File: config.mk
export PLATFORM = sky130hd
export DESIGN_NAME = actor_trigger_sequencer
export DESIGN_NICKNAME = d
export VERILOG_FILES = /design/src/rtl/actor_trigger_sequencer_pkg.sv /design/src/rtl/actor_trigger_sequencer.sv
export SDC_FILE = /design/constraint.sdc
export NUM_CORES = 1
export LEC_CHECK = 0
export ABC_AREA = 1
export CAP_MARGIN = 20
export CORE_UTILIZATION = 35
export CTS_CLUSTER_SIZE = 12
export DETAILED_ROUTE_END_ITERATION = 8
export SLEW_MARGIN = 15
export SYNTH_ARGS = -nofsm -noshare
export SYNTH_HDL_FRONTEND = slang
export SYNTH_SLANG_ARGS = --single-unit
File: constraint.sdc
create_clock -name ap_clk -period 1.56 [get_ports ap_clk]
set_input_delay 0.156 -clock ap_clk [delete_from_list [all_inputs] [get_ports ap_clk]]
set_output_delay 0.156 -clock ap_clk [all_outputs]
set_load 0.02 [all_outputs]
File: src/rtl/actor_trigger_sequencer_pkg.sv
// Shared trigger types: controller states, HLS actor return codes and helpers.
package TriggerTypes;

    localparam int TRIGGER_MAX_SLEEP_LIMIT = 255;

    typedef enum logic [1:0] {
        STAND_BY     = 2'd0,
        TRY_LAUNCH   = 2'd1,
        LAUNCH       = 2'd2,
        CHECK_RETURN = 2'd3
    } state_t;

    typedef enum logic [31:0] {
        IDLE           = 32'd0,
        EXECUTED       = 32'd1,
        WAIT_GAURD     = 32'd2,
        WAIT_INPUT     = 32'd3,
        WAIT_OUTPUT    = 32'd4,
        WAIT_PREDICATE = 32'd5
    } return_t;

    // Only EXECUTED counts as progress; IDLE and unknown codes are treated as a wait.
    function automatic logic is_wait(input return_t ret);
        logic w;
        case (ret)
            EXECUTED:       w = 1'b0;
            WAIT_GAURD:     w = 1'b1;
            WAIT_INPUT:     w = 1'b1;
            WAIT_OUTPUT:    w = 1'b1;
            WAIT_PREDICATE: w = 1'b1;
            IDLE:           w = 1'b1;
            default:        w = 1'b1;
        endcase
        return w;
    endfunction

endpackage

File: src/rtl/actor_trigger_sequencer.sv
// Per-actor trigger: relaunches an HLS actor until it has waited SLEEP_LIMIT times
// in a row and the whole network agrees to sleep, then reports done.
module actor_trigger_sequencer
    import TriggerTypes::*;
#(
    parameter int SLEEP_LIMIT = 4,
    parameter int CNT_W       = 32
) (
    input  logic             ap_clk,
    input  logic             ap_rst_n,
    input  logic             ap_start,
    output logic             ap_done,
    output logic             ap_idle,
    output logic             ap_ready,
    output logic             actor_start,
    input  logic             actor_idle,
    input  logic             actor_done,
    input  logic [31:0]      actor_return,
    input  logic             all_sleep,
    output logic             sleep,
    output logic [CNT_W-1:0] exec_count
);

    localparam int WAIT_W = $clog2(SLEEP_LIMIT + 1);
    localparam logic [WAIT_W-1:0] LIMIT_W = WAIT_W'(SLEEP_LIMIT);

    generate
        if (SLEEP_LIMIT < 1 || SLEEP_LIMIT > TRIGGER_MAX_SLEEP_LIMIT) begin : g_bad_limit
            $error("actor_trigger_sequencer: SLEEP_LIMIT out of range 1..255");
        end
    endgenerate

    state_t            state_q,      state_d;
    logic [WAIT_W-1:0] wait_cnt_q,   wait_cnt_d;
    logic [CNT_W-1:0]  exec_count_q, exec_count_d;
    logic              sleep_q,      sleep_d;
    logic              done_q,       done_d;

    // Completion decision, shared by the LAUNCH and CHECK_RETURN cycles
    state_t            dec_state_s;
    logic [WAIT_W-1:0] dec_wait_s;
    logic [CNT_W-1:0]  dec_exec_s;
    logic              dec_sleep_s;
    logic              dec_done_s;
    logic [WAIT_W-1:0] wait_inc_s;

    // Decide what a finished firing means for the wait counter, sleep and next state
    always_comb begin
        dec_state_s = STAND_BY;
        dec_wait_s  = wait_cnt_q;
        dec_exec_s  = exec_count_q;
        dec_sleep_s = sleep_q;
        dec_done_s  = 1'b0;
        wait_inc_s  = (wait_cnt_q == LIMIT_W) ? wait_cnt_q : wait_cnt_q + WAIT_W'(1);
        case (is_wait(return_t'(actor_return)))
            1'b0: begin
                dec_state_s = LAUNCH;
                dec_wait_s  = {WAIT_W{1'b0}};
                dec_sleep_s = 1'b0;
                dec_exec_s  = exec_count_q + CNT_W'(1);
            end
            1'b1: begin
                // Finish needs sleep from an earlier firing, not the one just counted
                if (sleep_q && all_sleep) begin
                    dec_state_s = STAND_BY;
                    dec_wait_s  = {WAIT_W{1'b0}};
                    dec_sleep_s = 1'b0;
                    dec_done_s  = 1'b1;
                end else begin
                    dec_state_s = LAUNCH;
                    dec_wait_s  = wait_inc_s;
                    dec_sleep_s = (wait_inc_s == LIMIT_W);
                end
            end
            default: begin
                dec_state_s = STAND_BY;
            end
        endcase
    end

    // Next-state logic for the launch handshake
    always_comb begin
        state_d      = state_q;
        wait_cnt_d   = wait_cnt_q;
        exec_count_d = exec_count_q;
        sleep_d      = sleep_q;
        done_d       = 1'b0;
        case (state_q)
            STAND_BY: begin
                if (ap_start) begin
                    state_d      = TRY_LAUNCH;
                    wait_cnt_d   = {WAIT_W{1'b0}};
                    exec_count_d = {CNT_W{1'b0}};
                    sleep_d      = 1'b0;
                end else begin
                    state_d = STAND_BY;
                end
            end
            TRY_LAUNCH: begin
                if (actor_idle) begin
                    state_d = LAUNCH;
                end else begin
                    state_d = TRY_LAUNCH;
                end
            end
            LAUNCH, CHECK_RETURN: begin
                if (actor_done) begin
                    state_d      = dec_state_s;
                    wait_cnt_d   = dec_wait_s;
                    exec_count_d = dec_exec_s;
                    sleep_d      = dec_sleep_s;
                    done_d       = dec_done_s;
                end else begin
                    state_d = CHECK_RETURN;
                end
            end
            default: begin
                state_d = STAND_BY;
            end
        endcase
    end

    // State and counter registers with synchronous active-low reset
    always_ff @(posedge ap_clk) begin
        if (!ap_rst_n) begin
            state_q      <= STAND_BY;
            wait_cnt_q   <= {WAIT_W{1'b0}};
            exec_count_q <= {CNT_W{1'b0}};
            sleep_q      <= 1'b0;
            done_q       <= 1'b0;
        end else begin
            state_q      <= state_d;
            wait_cnt_q   <= wait_cnt_d;
            exec_count_q <= exec_count_d;
            sleep_q      <= sleep_d;
            done_q       <= done_d;
        end
    end

    assign ap_done     = done_q;
    assign ap_ready    = done_q;
    assign ap_idle     = (state_q == STAND_BY);
    assign actor_start = (state_q == LAUNCH);
    assign sleep       = sleep_q;
    assign exec_count  = exec_count_q;

endmodule

### After elaboration in Yosys (flattened, before gate mapping)

Index checks and enable logic that the tools add are counted.

| operators by class | value |
|---|---|
| $mul | 0 |
| divide/modulo/power cells | 0 |
| order comparisons | 0 |
| shift-type cells | 0 |
| bitwise logic cells | 3 |
| mux-type cells | 23 |
| equality and inequality tests | 9 |
| $add $sub $neg | 2 |
| reductions and logical operators | 7 |

Operators with widths:

| operator | count |
|---|---|
| $mux 32 | 3 |
| $pmux 32 s2 | 1 |
| $add 32x1->32 const B | 1 |
| $eq 32x1->1 const B | 1 |
| $mux 3 | 4 |
| $pmux 3 s2 | 2 |
| $eq 3x3->1 const B | 2 |
| $mux 1 | 6 |
| $mux 2 | 3 |
| $pmux 2 s3 | 1 |
| $eq 2x2->1 const B | 2 |
| $ne 2x2->1 const B | 2 |
| $pmux 1 s2 | 2 |
| $pmux 2 s2 | 1 |
| $reduce_and 4->1 | 1 |
| $reduce_or 4->1 | 1 |
| $add 3x1->3 const B | 1 |
| $not 1->1 | 3 |
| $reduce_and 3->1 | 1 |
| $eq 2x1->1 const B | 1 |
| $logic_not 2->1 | 1 |
| $ne 2x1->1 const B | 1 |
| $reduce_bool 2->1 | 1 |
| $reduce_or 2->1 | 1 |
| $logic_and 1x1->1 | 1 |

| word-level totals | value |
|---|---|
| logic and storage cells | 49 |
| register bits | 39 |
| output and inout bits | 37 |
| RAM bits | 0 |
| latch bits | 0 |
| input port bits | 38 |
| ROM bits | 0 |
| memories kept | 0 |

### Longest topological paths before layout

| logic depth | value |
|---|---|
| depth in word-level cells | 7 |
| depth in mapped cells | 12 |
| depth with buffers taken out | 12 |

### Least setup slack after synthesis

Ideal clock, no wire load.

| timing path | value |
|---|---|
| kind | register -> register |
| start point | register exec_count_q[0] (netlist: exec_count[0]) |
| end point | register exec_count_q[18] (netlist: exec_count[18]) |
| buffers on the path | 0 |
| slack | -0.086 ns |
| data required time | 1.444 ns |
| period minus slack after synthesis | 1.646 ns |
| data arrival time | 1.530 ns |
| cell stages (with the launch flop) | 11 |
| library setup time | 0.116 ns |
| cells stage by stage | dfxtp_1 > ha_1 > nand2_2 > nor2_4 > nand3_1 > nor2_1 > nand2_1 > nand2_1 > nand3_1 > nand2_1 > a21oi_1 |

| on the way | value |
|---|---|
| cells in the longest elaborated chain, start to end | 4 |

Ends and longest elaborated chain:

| what | RTL line | text |
|---|---|---|
| from (decl) | actor_trigger_sequencer.sv:35 | `logic [CNT_W-1:0] exec_count_q, exec_count_d;` |
| from (signal assigned) | actor_trigger_sequencer.sv:128 | `exec_count_q <= {CNT_W{1'b0}};` |
| from (signal assigned) | actor_trigger_sequencer.sv:134 | `exec_count_q <= exec_count_d;` |
| $add 32x1->32 | actor_trigger_sequencer.sv:60 | `dec_exec_s = exec_count_q + CNT_W'(1);` |
| $mux 32 | actor_trigger_sequencer.sv:55 | `case (is_wait(return_t'(actor_return)))` |
| $mux 32 | actor_trigger_sequencer.sv:107 | `if (actor_done) begin` |
| $pmux 32 s2 | actor_trigger_sequencer.sv:88 | `case (state_q)` |

Every way passes these cells. The select of a mux whose other input is x is not followed.
A chain may end at the register's enable or synchronous reset.

### Worst setup path after layout

| timing path | value |
|---|---|
| start point | register exec_count_q[1] (netlist: exec_count[1]) |
| end point | register exec_count_q[16] (netlist: exec_count[16]) |

The elaborated chain is that of the path after synthesis.

==> impl_metrics.ini <==
[outcome]
status = complete, no violations

[logic_synthesis]
post_synth_num_cell_types = 30
yosys.area_share.adder_pct = 1.24
yosys.area_share.simple_pct = 51.1
synth_edf_count = 0
ys.flop_type = dfxtp_1
synthXorXnorAreaFrac_pct = 2.02
yosysSeqAreaShare_pct = 25.8
synth_top_area_cell = dfxtp_1
synth_top_area_share_pct = 25.8
syn_inst = 530
syn_nets = 571
synthTopCellsByArea = dfxtp_1 (26%), nand2_1 (20%), nor2_1 (10%)
synth_compound_area_share_pct = 5.20
synth.area.mux_share_pct = 0
ys_ff_latch = 39
syn-cell-area_um2 = 3030
yosysWarnings = 0
synthArstFlopShare_pct = 0
synth_top_family_by_area = simple AND/OR/NAND/NOR gates
syn_area_per_cell_um2 = 5.72

[floorplanning]
ios = 75
dieWidth_um = 95.1
die-height_um = 95.1
rows = 33
core-area_um2 = 8300
die_area_um2 = 9040
start_util_pct = 36.5

[finish]
nets = 684
area_growth_pct = 45.7
stdcell_area_um2 = 4420
diodes = 0
final_cells = 749
layout-drive-gt1-share_pct = 17.5

[detailed_routing]
dr.pass1.iters = 4
vias = 3485
vias_per_cell = 4.65
ant_nets = 0
routed_wl_mm = 9.11
drt_iter0_drc = 179
wl_per_cell_um = 12.2
post-route-drc-count = 0

[setup_path]
cp_max_fo = 5
critPathRequiredTime_ns = 1.80
start_kind = flip-flop
reg2regPathDepth = 11
critPathKind = reg -> reg
crit_arrival_ns = 1.75
end_kind = flip-flop

[timing]
setup_ws_ns = 0.0464
fmax_mhz = 661
slew_headroom_pct = 82.8
tightest_slew_ns = 0.256
fin_crit_ns = 1.51
final_hold_viol_count = 0
slew_violations = 0
period_share_pct = 97.0
rsz0062_at_grt = true
setup_violations = 0
finClkSkew_ns = 0.00952
tns_ns = 0

[clocking]
cts_buffer_depth = 2
cts_sinks = 39
path_clk_slew_ns = 0.08
clock_latency_ns = 0.31
cts-hold-fix-buffers = 0
cts_tree = yes
cts_inserted_buffers = 5
root_buffer = clkbuf_8
htreeDepth = 2

[hold_path]
hold_class = reg -> reg
hold-path-cell-count = 2

[grt]
antenna_found_initial = 0
grt_max_degree = 27
grt_overflow = 0
grt_util_all_layers_pct = 21.3
grt_pass1_vias = 3242
grt_first_pass_wirelength_mm = 15.1

[flow_run]
cap_violations = 0

[placement]
dp_cells = 734
finalWeightedCongestion = 0.879
dp_hpwl_mm = 6.90
port_buffers = 74
place_area_um2 = 4170
place_ws_ns = -0.137

[power]
leakage_nw = 1.99
pwr_density_cell_nw_per_um2 = 516
peakVddDrop_mv = 0.419
[synth_stat cells (5+ instances only)]
master,count
nor2_4,7
nand2_1,160
nand2_2,7
a21oi_1,21
dfxtp_1,39
buf_4,10
inv_2,5
inv_1,83
nand4_1,6
nor2_1,84
nor2_2,6
nand3_1,59
nor3_1,6
[cells in the final DEF (no fill, tap or decap)]
| cell type | count |
|---|---|
| nand2_1 | 160 |
| inv_1 | 83 |
| nor2_1 | 74 |
| nand3_1 | 55 |
| clkdlybuf4s50_1 | 49 |
| buf_4 | 44 |
| dfxtp_1 | 29 |
| a21oi_1 | 21 |
| dlygate4sd2_1 | 18 |
| nor2_2 | 12 |
| nor2_4 | 11 |
| dfxtp_2 | 10 |
| nand2_2 | 7 |
| clkbuf_8 | 7 |
| dlymetal6s2s_1 | 7 |
| nand4_1 | 6 |
| nor3_1 | 6 |
| inv_2 | 5 |
| buf_12 | 5 |
| nand2_4 | 4 |
| nand3_2 | 4 |
| xor2_1 | 4 |
| and2_1 | 3 |
| xnor2_1 | 3 |
| nand3b_1 | 3 |
| o21ai_0 | 2 |
| nor3b_1 | 2 |
| ha_1 | 2 |
| clkinv_1 | 1 |
| nand3_4 | 1 |
| o21bai_4 | 1 |
| o21ai_1 | 1 |
| o211a_1 | 1 |
| a21oi_2 | 1 |
| ha_4 | 1 |
| clkbuf_1 | 1 |
[power breakdown]
group          total, mW  switching [mW]  internal (mW)
Sequential          1.02          0.0121           1.01
Combinational      0.470           0.247          0.223
Clock              0.791           0.387          0.404
Total               2.28           0.645           1.63
[cells by family after synthesis]
| logic type | after synthesis |
|---|---|
| buffers and inverters | 106 |
| xor gates and xnor gates | 7 |
| adders and majority gates | 3 |
| DFF | 39 |
| AOI/OAI and AO/OA | 27 |
| and+or+nand+nor | 348 |
[timing repair]
item / in CTS / in global routing
pin swaps: 2 / 8
setup endpoints to repair: 23 / 33
buffers inserted: 1 / 6
resized for setup: 23 / 32
[path summary, 6_finish.rpt]
check,startpoint,end,slack [ns]
worst max-delay path,exec_count[1]$_SDFFE_PN0P_,exec_count[16]$_SDFFE_PN0P_,0.05
worst min register to register,wait_cnt_q[1]$_SDFFE_PN0P_,wait_cnt_q[1]$_SDFFE_PN0P_,0.49
worst max register to register,exec_count[1]$_SDFFE_PN0P_,exec_count[16]$_SDFFE_PN0P_,0.05
worst min-delay path,wait_cnt_q[1]$_SDFFE_PN0P_,wait_cnt_q[1]$_SDFFE_PN0P_,0.49
[metal layers]
| layer | global-route usage, % | vias up | share of wire [%] |
|---|---|---|---|
| met4 | 5.05 | 0 | 0.89 |
| met3 | 2.95 | 8 | 4.5 |
| met2 | 37.8 | 82 | 50 |
| met5 | 0 | - | 0 |
| met1 | 27.0 | 1558 | 45 |
| li1 | - | 1837 | - |
[through the flow]
step	power, mW	hold WS [ns]	utilization (%)
after floorplan	1.29	0.294	-
after global placement	1.50	0.469	50.3
after detailed placement	1.50	0.482	50.3
after CTS	2.30	0.494	51.5
after global routing	2.39	0.516	53.2
final	2.28	0.489	53.2
[flip-flops by register name (all words and copies together), names as in the netlist]
| signal | count |
|---|---|
| ap_done | 1 |
| exec_count | 32 |
| sleep | 1 |
| state_q | 2 |
| wait_cnt_q | 3 |
[critical path: stages (launching register included)]
cell     delay, ns
dfxtp_2       0.36
ha_4          0.16
nand2_2       0.08
nor2_4        0.18
nand2_4       0.09
nor2_4        0.17
inv_2         0.07
nand2_2       0.05
nand2_1       0.05
nor2_1        0.08
nand2_1       0.07
a21oi_2       0.11
[cell type report]
type	count	area (µm²)
Fill cell	866	3880
Multi-Input combinational cell	385	1890
Timing Repair Buffer	123	1170
Sequential cell	39	793
Inverter	89	334
Tap cell	105	131
Clock buffer	8	100
No activity file was read; power rests on OpenSTA's default activity.
